===== src/rtl/uart_bridge_pkg.sv =====
// Shared constants for the AXI4-Lite UART TX bridge: register offsets,
// response codes and the serializer state encoding.
package uart_bridge_pkg;

    localparam logic [11:0] OFF_TXDATA = 12'h000;
    localparam logic [11:0] OFF_STATUS = 12'h004;
    localparam logic [11:0] OFF_DIV    = 12'h008;
    localparam logic [11:0] OFF_CTRL   = 12'h00C;

    localparam logic [1:0] RESP_OKAY   = 2'b00;
    localparam logic [1:0] RESP_SLVERR = 2'b10;

    typedef enum logic [1:0] {
        ST_IDLE  = 2'd0,
        ST_START = 2'd1,
        ST_DATA  = 2'd2,
        ST_STOP  = 2'd3
    } ser_state_e;

    // A divisor of zero still yields one clock per bit.
    function automatic logic [15:0] bit_clocks(input logic [15:0] div);
        return (div == 16'd0) ? 16'd1 : div;
    endfunction

endpackage


===== src/rtl/sync_fifo.sv =====
// Single-clock FIFO with power-of-two depth; pointers wrap naturally and the
// occupancy counter is one bit wider than the pointers.
module sync_fifo #(
    parameter int DATA_W = 8,
    parameter int DEPTH  = 16,
    localparam int AW = $clog2(DEPTH),
    localparam int CW = AW + 1
) (
    input  logic              clk,
    input  logic              rst,
    input  logic              clear,
    input  logic              push,
    input  logic [DATA_W-1:0] din,
    input  logic              pop,
    output logic [DATA_W-1:0] dout,
    output logic              full,
    output logic              empty,
    output logic [CW-1:0]     count
);

    logic [DATA_W-1:0] mem_q [DEPTH];
    logic [AW-1:0]     wr_ptr_q;
    logic [AW-1:0]     rd_ptr_q;
    logic [CW-1:0]     count_q;
    logic              do_push;
    logic              do_pop;

    assign full    = (count_q == CW'(DEPTH));
    assign empty   = (count_q == '0);
    assign count   = count_q;
    assign dout    = mem_q[rd_ptr_q];
    assign do_push = push & ~full;
    assign do_pop  = pop & ~empty;

    always_ff @(posedge clk) begin
        if (do_push) begin
            mem_q[wr_ptr_q] <= din;
        end
    end

    // Clear has priority over a same-cycle push or pop.
    always_ff @(posedge clk) begin
        if (rst || clear) begin
            wr_ptr_q <= '0;
            rd_ptr_q <= '0;
            count_q  <= '0;
        end else begin
            if (do_push) wr_ptr_q <= wr_ptr_q + 1'b1;
            if (do_pop)  rd_ptr_q <= rd_ptr_q + 1'b1;
            count_q <= count_q + CW'(do_push) - CW'(do_pop);
        end
    end

endmodule


===== src/rtl/axi4_uart_tx_fifo_bridge.sv =====
// AXI4-Lite register block feeding an 8N1 UART transmitter through a TX FIFO.
// The serializer latches the bit period at each frame start.
module axi4_uart_tx_fifo_bridge
    import uart_bridge_pkg::*;
#(
    parameter logic [31:0] BASE_ADDR  = 32'h9000_0000,
    parameter int          FIFO_DEPTH = 16,
    parameter logic [15:0] DIV_RESET  = 16'd217
) (
    input  logic        clk,
    input  logic        rst,
    input  logic [31:0] awaddr,
    input  logic        awvalid,
    output logic        awready,
    input  logic [31:0] wdata,
    input  logic [3:0]  wstrb,
    input  logic        wvalid,
    output logic        wready,
    output logic [1:0]  bresp,
    output logic        bvalid,
    input  logic        bready,
    input  logic [31:0] araddr,
    input  logic        arvalid,
    output logic        arready,
    output logic [31:0] rdata,
    output logic [1:0]  rresp,
    output logic        rvalid,
    input  logic        rready,
    output logic        uart_tx,
    output logic        irq
);

    localparam int CW = $clog2(FIFO_DEPTH) + 1;

    logic        bvalid_q, rvalid_q, txie_q, tx_q;
    logic [1:0]  bresp_q, rresp_q, rresp_d;
    logic [31:0] rdata_q, rdata_d;
    logic [15:0] div_q, cnt_q, nbit_q;
    logic [2:0]  bit_q;
    logic [7:0]  shreg_q;
    ser_state_e  state_q;

    logic          fifo_push, fifo_clear, fifo_full, fifo_empty;
    logic [7:0]    fifo_dout;
    logic [CW-1:0] fifo_count;
    logic          wr_fire, rd_fire, w_hit, r_hit, w_is_tx, w_is_div, w_is_ctrl, w_err;
    logic          busy, bit_end, start_frame;
    logic [31:0]   status_word;
    logic          unused_ok;

    assign wr_fire = awvalid & wvalid & ~bvalid_q;
    assign rd_fire = arvalid & ~rvalid_q;
    assign awready = wr_fire & ~rst;
    assign wready  = wr_fire & ~rst;
    assign arready = rd_fire & ~rst;
    assign bvalid  = bvalid_q;
    assign bresp   = bresp_q;
    assign rvalid  = rvalid_q;
    assign rresp   = rresp_q;
    assign rdata   = rdata_q;
    assign uart_tx = tx_q;
    assign irq     = txie_q & (fifo_count <= CW'(1));

    assign w_hit     = (awaddr[31:12] == BASE_ADDR[31:12]);
    assign r_hit     = (araddr[31:12] == BASE_ADDR[31:12]);
    assign w_is_tx   = w_hit & (awaddr[11:0] == OFF_TXDATA);
    assign w_is_div  = w_hit & (awaddr[11:0] == OFF_DIV);
    assign w_is_ctrl = w_hit & (awaddr[11:0] == OFF_CTRL);
    // STATUS is absent from the writable set, so writes to it fall into the error path.
    assign w_err      = ~(w_is_tx | w_is_div | w_is_ctrl) | (w_is_tx & wstrb[0] & fifo_full);
    assign fifo_push  = wr_fire & w_is_tx & wstrb[0] & ~fifo_full;
    assign fifo_clear = wr_fire & w_is_ctrl & wstrb[0] & wdata[1];

    assign busy        = (state_q != ST_IDLE) | ~fifo_empty;
    assign status_word = {16'h0, 8'(fifo_count), 5'h0, busy, fifo_empty, fifo_full};
    assign bit_end     = (cnt_q == nbit_q - 16'd1);
    // STOP hands straight to START so consecutive frames have no idle gap.
    assign start_frame = ~fifo_empty & ((state_q == ST_IDLE) | ((state_q == ST_STOP) & bit_end));
    assign unused_ok   = &{1'b0, wdata[31:16], wstrb[3:2]};

    sync_fifo #(.DATA_W(8), .DEPTH(FIFO_DEPTH)) u_fifo (
        .clk   (clk),
        .rst   (rst),
        .clear (fifo_clear),
        .push  (fifo_push),
        .din   (wdata[7:0]),
        .pop   (start_frame),
        .dout  (fifo_dout),
        .full  (fifo_full),
        .empty (fifo_empty),
        .count (fifo_count)
    );

    always_comb begin
        rdata_d = '0;
        rresp_d = RESP_OKAY;
        if (!r_hit) begin
            rresp_d = RESP_SLVERR;
        end else begin
            case (araddr[11:0])
                OFF_TXDATA: rdata_d = '0;
                OFF_STATUS: rdata_d = status_word;
                OFF_DIV:    rdata_d = {16'h0, div_q};
                OFF_CTRL:   rdata_d = {31'h0, txie_q};
                default:    rresp_d = RESP_SLVERR;
            endcase
        end
    end

    always_ff @(posedge clk) begin
        if (rst) begin
            bvalid_q <= 1'b0;
            bresp_q  <= RESP_OKAY;
            rvalid_q <= 1'b0;
            rresp_q  <= RESP_OKAY;
            rdata_q  <= '0;
            div_q    <= DIV_RESET;
            txie_q   <= 1'b0;
        end else begin
            if (wr_fire) begin
                bvalid_q <= 1'b1;
                bresp_q  <= w_err ? RESP_SLVERR : RESP_OKAY;
            end else if (bvalid_q && bready) begin
                bvalid_q <= 1'b0;
            end
            if (wr_fire && w_is_div) begin
                if (wstrb[0]) div_q[7:0]  <= wdata[7:0];
                if (wstrb[1]) div_q[15:8] <= wdata[15:8];
            end
            if (wr_fire && w_is_ctrl && wstrb[0]) begin
                txie_q <= wdata[0];
            end
            if (rd_fire) begin
                rvalid_q <= 1'b1;
                rdata_q  <= rdata_d;
                rresp_q  <= rresp_d;
            end else if (rvalid_q && rready) begin
                rvalid_q <= 1'b0;
            end
        end
    end

    always_ff @(posedge clk) begin
        if (rst) begin
            state_q <= ST_IDLE;
            tx_q    <= 1'b1;
            cnt_q   <= '0;
            nbit_q  <= 16'd1;
            bit_q   <= '0;
            shreg_q <= '0;
        end else begin
            case (state_q)
                ST_IDLE: begin
                    tx_q <= 1'b1;
                    if (start_frame) begin
                        state_q <= ST_START;
                        tx_q    <= 1'b0;
                        cnt_q   <= '0;
                        nbit_q  <= bit_clocks(div_q);
                        shreg_q <= fifo_dout;
                    end
                end
                ST_START: begin
                    if (bit_end) begin
                        state_q <= ST_DATA;
                        cnt_q   <= '0;
                        bit_q   <= '0;
                        tx_q    <= shreg_q[0];
                        shreg_q <= shreg_q >> 1;
                    end else begin
                        cnt_q <= cnt_q + 16'd1;
                    end
                end
                ST_DATA: begin
                    if (bit_end) begin
                        cnt_q <= '0;
                        if (bit_q == 3'd7) begin
                            state_q <= ST_STOP;
                            tx_q    <= 1'b1;
                        end else begin
                            bit_q   <= bit_q + 3'd1;
                            tx_q    <= shreg_q[0];
                            shreg_q <= shreg_q >> 1;
                        end
                    end else begin
                        cnt_q <= cnt_q + 16'd1;
                    end
                end
                ST_STOP: begin
                    if (bit_end) begin
                        cnt_q <= '0;
                        if (start_frame) begin
                            state_q <= ST_START;
                            tx_q    <= 1'b0;
                            nbit_q  <= bit_clocks(div_q);
                            shreg_q <= fifo_dout;
                        end else begin
                            state_q <= ST_IDLE;
                            tx_q    <= 1'b1;
                        end
                    end else begin
                        cnt_q <= cnt_q + 16'd1;
                    end
                end
                default: state_q <= ST_IDLE;
            endcase
        end
    end

endmodule


===== config.mk =====
export PLATFORM = sky130hd
export DESIGN_NAME = axi4_uart_tx_fifo_bridge
export DESIGN_NICKNAME = d
export VERILOG_FILES = /design/src/rtl/uart_bridge_pkg.sv /design/src/rtl/sync_fifo.sv /design/src/rtl/axi4_uart_tx_fifo_bridge.sv
export SDC_FILE = /design/constraint.sdc
export NUM_CORES = 1
export LEC_CHECK = 0
export CAP_MARGIN = 10
export CORE_MARGIN = 5
export CORE_UTILIZATION = 49
export CTS_CLUSTER_DIAMETER = 120
export DETAILED_ROUTE_END_ITERATION = 16
export PLACE_DENSITY = 0.83
export SKIP_CTS_REPAIR_TIMING = 1
export SYNTH_ARGS = -nofsm -noshare
export SYNTH_HDL_FRONTEND = slang
export SYNTH_SLANG_ARGS = --single-unit

===== constraint.sdc =====
create_clock -name clk -period 3.85 [get_ports clk]
set_input_delay 0.77 -clock clk [delete_from_list [all_inputs] [get_ports clk]]
set_output_delay 0.77 -clock clk [all_outputs]
set_load 0.03 [all_outputs]

After elaboration in Yosys (flattened, before gate mapping) --
Memory sizes are Yosys's and may differ from the RTL's. A register that Yosys moved wholly into a read port is not among the register bits. Cells that the tools add are included. Widths: inputs -> output; s select.
Operators by class: $add $sub $neg 7, magnitude comparators 1, equal/unequal tests 19, mux-type cells 43, bitwise gates (word level) 32, reductions and logical operators 25
Operators with widths (number):
- $mux 16 | 5
- $pmux 16 s2 | 2
- $eq 12x4->1 const B | 4
- $pmux 16 s3 | 1
- $eq 20x20->1 const B | 2
- $mux 8 | 5
- $mux 32 | 1
- $pmux 8 s4 | 1
- $logic_not 12->1 | 2
- $and 1x1->1 | 21
- $add 16x1->16 const B | 1
- $eq 16x16->1 | 1
- $logic_not 16->1 | 1
- $mux 2 | 8
- $sub 16x1->16 const B | 1
- $eq 12x3->1 const B | 1
- $mux 1 | 12
- $ne 2x2->1 const B | 5
- $reduce_bool 2->1 | 5
- $mux 3 | 3
- $add 4x1->4 const B | 2
- $mux 4 | 2
- $pmux 2 s4 | 1
- $reduce_and 4->1 | 2
- 22 further kinds | 38
Storage, ports and cells: bits in registers 114, memory bits (writable) 128, input port bits 107, output and inout bits 43, logic and storage cells 145, memories 1
Memory list:
- u_fifo.mem_q | words 16, width 8, read ports 1, clocked after Yosys merged registers in 1, wr ports 1, RTL line sync_fifo.sv:21 | logic [DATA_W-1:0] mem_q [DEPTH];

Longest topological paths before layout --
depth in word-level cells 8, depth in mapped cells 20, gate-level depth less buffers 17

Modules after synthesis --
Synthesis repeated with hierarchy kept, for this count alone.
Unflattened totals: cell total of the unflattened synthesis 843, area total of the unflattened synthesis 10417.5 sq um
By module, submodules not included:
- sync_fifo | instances 1, cells each 310, area an instance 5811.8 sq um, seq. area each 4184.0 sq um
- axi4_uart_tx_fifo_bridge | instances 1, cells each 533, area an instance 4605.7 sq um, seq. area each 1661.6 sq um

Worst setup path after synthesis --
OpenSTA, ideal clock, no wires.
kind register to register, start register nbit_q[0], end register u_fifo.count_q[4], in the netlist u_fifo.count[4], library setup time 0.128 ns, arrival 3.826 ns, data required time 3.722 ns, slack -0.104 ns, stages on the path, launching flop included 19, buffers on the path 2, clock period less this slack 3.954 ns, path through dfxtp_1 > clkbuf_1 > inv_1 > ha_1 > clkbuf_1 > or4b_1 > nor4b_1 > nor4_1 > or4_4 > nor4_4 > a31o_2 > o21ai_0 > ha_1 > fa_1 > a21oi_1 > nor2_1 > nor2_1 > xnor2_1 > nor2_1
On the way: word-level cells in the longest chain between the ends 7
RTL lines:
- from (decl) | RTL line axi4_uart_tx_fifo_bridge.sv:38 | logic [15:0] div_q, cnt_q, nbit_q;
- from (signal assigned) | RTL line axi4_uart_tx_fifo_bridge.sv:159 | nbit_q <= bit_clocks(div_q);
- from (signal assigned) | RTL line axi4_uart_tx_fifo_bridge.sv:195 | nbit_q <= bit_clocks(div_q);
- $sub 16x1->16 | RTL line axi4_uart_tx_fifo_bridge.sv:76 | assign bit_end = (cnt_q == nbit_q - 16'd1);
- $eq 16x16->1 | RTL line axi4_uart_tx_fifo_bridge.sv:76
- $and 1x1->1 | RTL line axi4_uart_tx_fifo_bridge.sv:78 | assign start_frame = ~fifo_empty & ((state_q == ST_IDLE) | ((state_q == ST_STOP) & bit_end));
- $or 1x1->1 | RTL line axi4_uart_tx_fifo_bridge.sv:78
- $and 1x1->1 | RTL line axi4_uart_tx_fifo_bridge.sv:78
- $and 1x1->1 | RTL line sync_fifo.sv:33 | assign do_pop = pop & ~empty;
- $sub 5x1->5 | RTL line sync_fifo.sv:50 | count_q <= count_q + CW'(do_push) - CW'(do_pop);
- to (signal assigned) | RTL line sync_fifo.sv:50
- to (decl) | RTL line sync_fifo.sv:24 | logic [CW-1:0] count_q;
No other way between the ends. A chain may end at the register's enable or synchronous reset.

Final worst setup path --
start register nbit_q[2], end register u_fifo.count_q[4], in the netlist u_fifo.count[4]
The elaborated chain is that of the path after synthesis.

==> results by stage <==
Route:
- The vias after detailed routing is 7533.
- For this run, the detailed router's first-pass iteration total came to 7.
- For this run, design rule violations remaining after detail routing come to 0.
- The routed length per placed instance is 20.0 um.
- The number of DRC markers after the initial detailed-route iteration is 627.
- The total length of routed wires is 25600 um.
- Once detail routing completed, the nets flagged for antenna violations numbered 0.
- The mean number of vias per cell is 5.88.

Floorplanning:
- The full die area is 0.0244 sq mm.
- 150 I/O pins were placed.
- Once the floorplan was initialized, standard cells occupied 49.8% of the core.
- The core area is 0.0210 sq mm.
- Measured along the y axis, the die boundary spans 156 um.
- The total number of placement rows is 53.
- The die is 156 um wide.

Setup path:
- For the worst setup path, the data arrival time is 4.04 ns.
- The worst path required time is 4.26 ns.
- The most numerous cell type found on the critical path is sky130_fd_sc_hd__nor2_1.
- Among all stages on the critical path, the largest delay is contributed by sky130_fd_sc_hd__or4_4.
- The largest stage delay on the critical path is 0.55 ns.
- The critical path goes through or3_4, or4_1, and3_1, or4_4, nor4_4, a31o_2, o21ai_0, ha_1, fa_2, a21oi_1, nor2_1, nor2_1, xnor2_1, nor2_1.
- The kind of end point of the critical path is a flip-flop.
- The largest fanout on the critical path is 3.
- The startpoint kind of the worst setup timing path is a flip-flop.
- The critical path is of the reg2reg type.
- The depth of the worst register-to-register path is 14.

Pwr:
- The maximum resistive drop on vdd is 422 uV.
- The power density over cell area is 572 mW/mm^2.
- In this run the static leakage power is 4.52 nW.
- The design draws 0.00727 W.

STA:
- At the pin with the least slew margin, the transition time is 0.893 ns.
- Measured against its own limit, the worst slew margin works out to 40.5%.
- Setup repair after global routing left no endpoint under its margin.
- The final sum of negative setup slack is 0 ns.
- The final number of hold-violating endpoints is 0.
- Setup violations remaining at the end of the flow were counted as 0.
- The ratio of final minimum period to clock period is 94.4%.
- Timing would allow up to 0.275 GHz.
- After layout, the minimum clock period comes to 3.63 ns.
- The max-slew violation total from the final report is 0.
- The worst clock skew on the final layout is 0.0242 ns.

Synthesis:
- In the synthesized netlist, the number of instances is 867.
- In this run, synthesis inferred 128 flip-flops with an integrated enable.
- The Yosys step of the flow raised 0 warnings.
- Each instance of the synthesized netlist takes up on average 12.1 sq um.
- The netlist uses 66 different library cells.
- The main flop type after synthesis is sky130_fd_sc_hd__edfxtp_1.
- For this run, asynchronously set or reset flops after synthesis account for 0%.
- After synthesis, flip-flops and latches occupy 55.8% of the total area.
- The netlist area before placement is 0.0105 sq mm.
- The synthesized flop and latch total is 228.

Hold path:
- Counting instances, the worst hold path has a depth of 2.
- The min-delay analysis places its worst path in the category reg2reg.

Finish:
- The total inserted antenna cells is 0.
- The share of layout cells above drive strength 1 is 12.4%.
- The post-layout net count is 1121.
- Leaving out fill and tap cells, the most frequent cell in the layout is sky130_fd_sc_hd__edfxtp_1.
- The post-route non-filler standard cell count is 1281.
- In the layout the commonest cells are sky130_fd_sc_hd__edfxtp_1 (128), sky130_fd_sc_hd__clkdlybuf4s50_1 (112), sky130_fd_sc_hd__dfxtp_1 (98).
- The final-layout fill cell count is 1583.
- In the final layout, flip-flops and latches occupy 0.00585 sq mm.
- The multi-input combinational cells in the finished layout cover a total of 0.00431 sq mm.
- Compared with the post-synthesis result, the final layout area differs by 21.3%.

Placed design:
- The global placer's final weighted congestion is 0.885.
- The HPWL after detailed placement is 18000 um.
- The number of cells after detailed placement is 1241.
- The number of buffers added on ports is 113.

Clocking:
- The number of clock sinks is 228.
- Clock latency on the worst-skew pair, taken at its later pin, is 0.53 ns.
- The TritonCTS clock tree is done.
- In this run the deepest clock path goes through 3 buffers.
- The tree is rooted in a sky130_fd_sc_hd__clkbuf_16.
- The depth of the CTS H-tree is 1.
- The number of CTS-inserted buffers is 24.
- After clock tree synthesis, the clock-pin slew on the worst setup and hold paths is 0.06 ns.

Global route:
- Entering global routing, the biggest net connects 81 pins.
- After global routing the overflow that remains totals 0.
- The initial antenna violation count is 0.
- In the global route stage, overall resource usage came out at 20.3%.
- The via count of the first global-routing pass was 7347.
- The global-route wire length before repair is 39600 um.

Job:
- Max-cap violations in this run came to 0.

Outcome:
- The run finished with clean final reports.
sequential cells by signal, indices dropped and copies added, names as in the netlist, 2 cells and up, named ones only:
register	cells
bit_q	3
cnt_q	16
div_q	16
nbit_q	16
rdata	16
shreg_q	8
state_q	2
u_fifo.count	5
u_fifo.mem_q	128
u_fifo.rd_ptr_q	4
u_fifo.wr_ptr_q	4
cells in the mapped netlist, drive strengths merged (3+ instances only):
library cell	instances	area [sq um]
edfxtp	128	3840
nor4	26	178
o211a	10	100
a21o	3	22.5
o41ai	7	68.8
nor3	17	85.1
nand2	24	92.6
xnor2	14	123
mux4	40	901
or3	9	61.3
ha	21	263
a21oi	41	205
nand2b	10	62.6
clkbuf	33	124
and2	9	56.3
inv	17	63.8
dfxtp	100	2000
nand3b	3	22.5
a22o	9	78.8
nor2	88	330
mux2i	24	240
xor2	12	105
a31oi	7	58.8
and3	15	93.8
nand4	9	56.3
nand4b	3	26.3
a22oi	16	120
o21bai	3	22.5
nor2b	19	119
o21ai	41	205
or4	3	26.3
nand3	31	155
a211o	7	61.3
a211oi	3	22.5
buf	36	224
logic make-up after synthesis:
logic type / share of synthesized area (%)
other: 0.0358
AO/OA/AOI/OAI: 10.4
flip-flops: 55.8
multiplexers: 10.9
buffers and inverters: 3.93
AND/OR/NAND/NOR: 14.0
XOR/XNOR: 2.17
adder cells (fa/ha/maj): 2.70
through the flow:
stage	hold slack, ns	setup slack (ns)	utilization, %	instance area [sq um]
floorplan	0.456	0.00218	-	10600
global placement	0.463	0.140	56.9	12000
detailed placement	0.480	0.140	56.9	12000
CTS	0.491	0.153	60.3	12700
global route	0.503	0.0140	60.4	12700
finish	0.488	0.217	60.4	12700
routing by layer:
layer  up-vias  routed length, um  global-route usage [%]
li1       3499                  -                       -
met1      3711               9990                    25.3
met2       273              13500                    36.9
met3        50               1410                    2.69
met4         0                742                    5.74
met5         -                  0                       0
power breakdown:
part / internal [W] / switching (W)
Clock: 0.00124 / 0.000907
Combinational: 0.00100 / 0.00122
Sequential: 0.00270 / 0.000208
Total: 0.00494 / 0.00233
cell type report:
class | instances | area share, %
Sequential cell | 228 | 46.0
Multi-Input combinational cell | 570 | 33.9
Timing Repair Buffer | 151 | 11.1
Clock buffer | 32 | 5.04
Tap cell | 275 | 2.71
Clock inverter | 8 | 0.689
Inverter | 17 | 0.502
worst paths after layout:
path         startpoint         endpoint  slack, ns
max           nbit_q[2]  u_fifo.count[4]       0.22
min              rvalid           rvalid       0.49
max reg2reg   nbit_q[2]  u_fifo.count[4]       0.22
min reg2reg      rvalid           rvalid       0.49
worst max-delay path, delay by kind of cell (launching register included):
family | cells | cell delay (ns)
xor+xnor | 1 | 0.13
compound gates | 3 | 0.47
flops | 1 | 0.31
simple gates | 8 | 2.06
fa+ha+maj | 2 | 0.58
No activity file was read; power rests on OpenSTA's default activity.
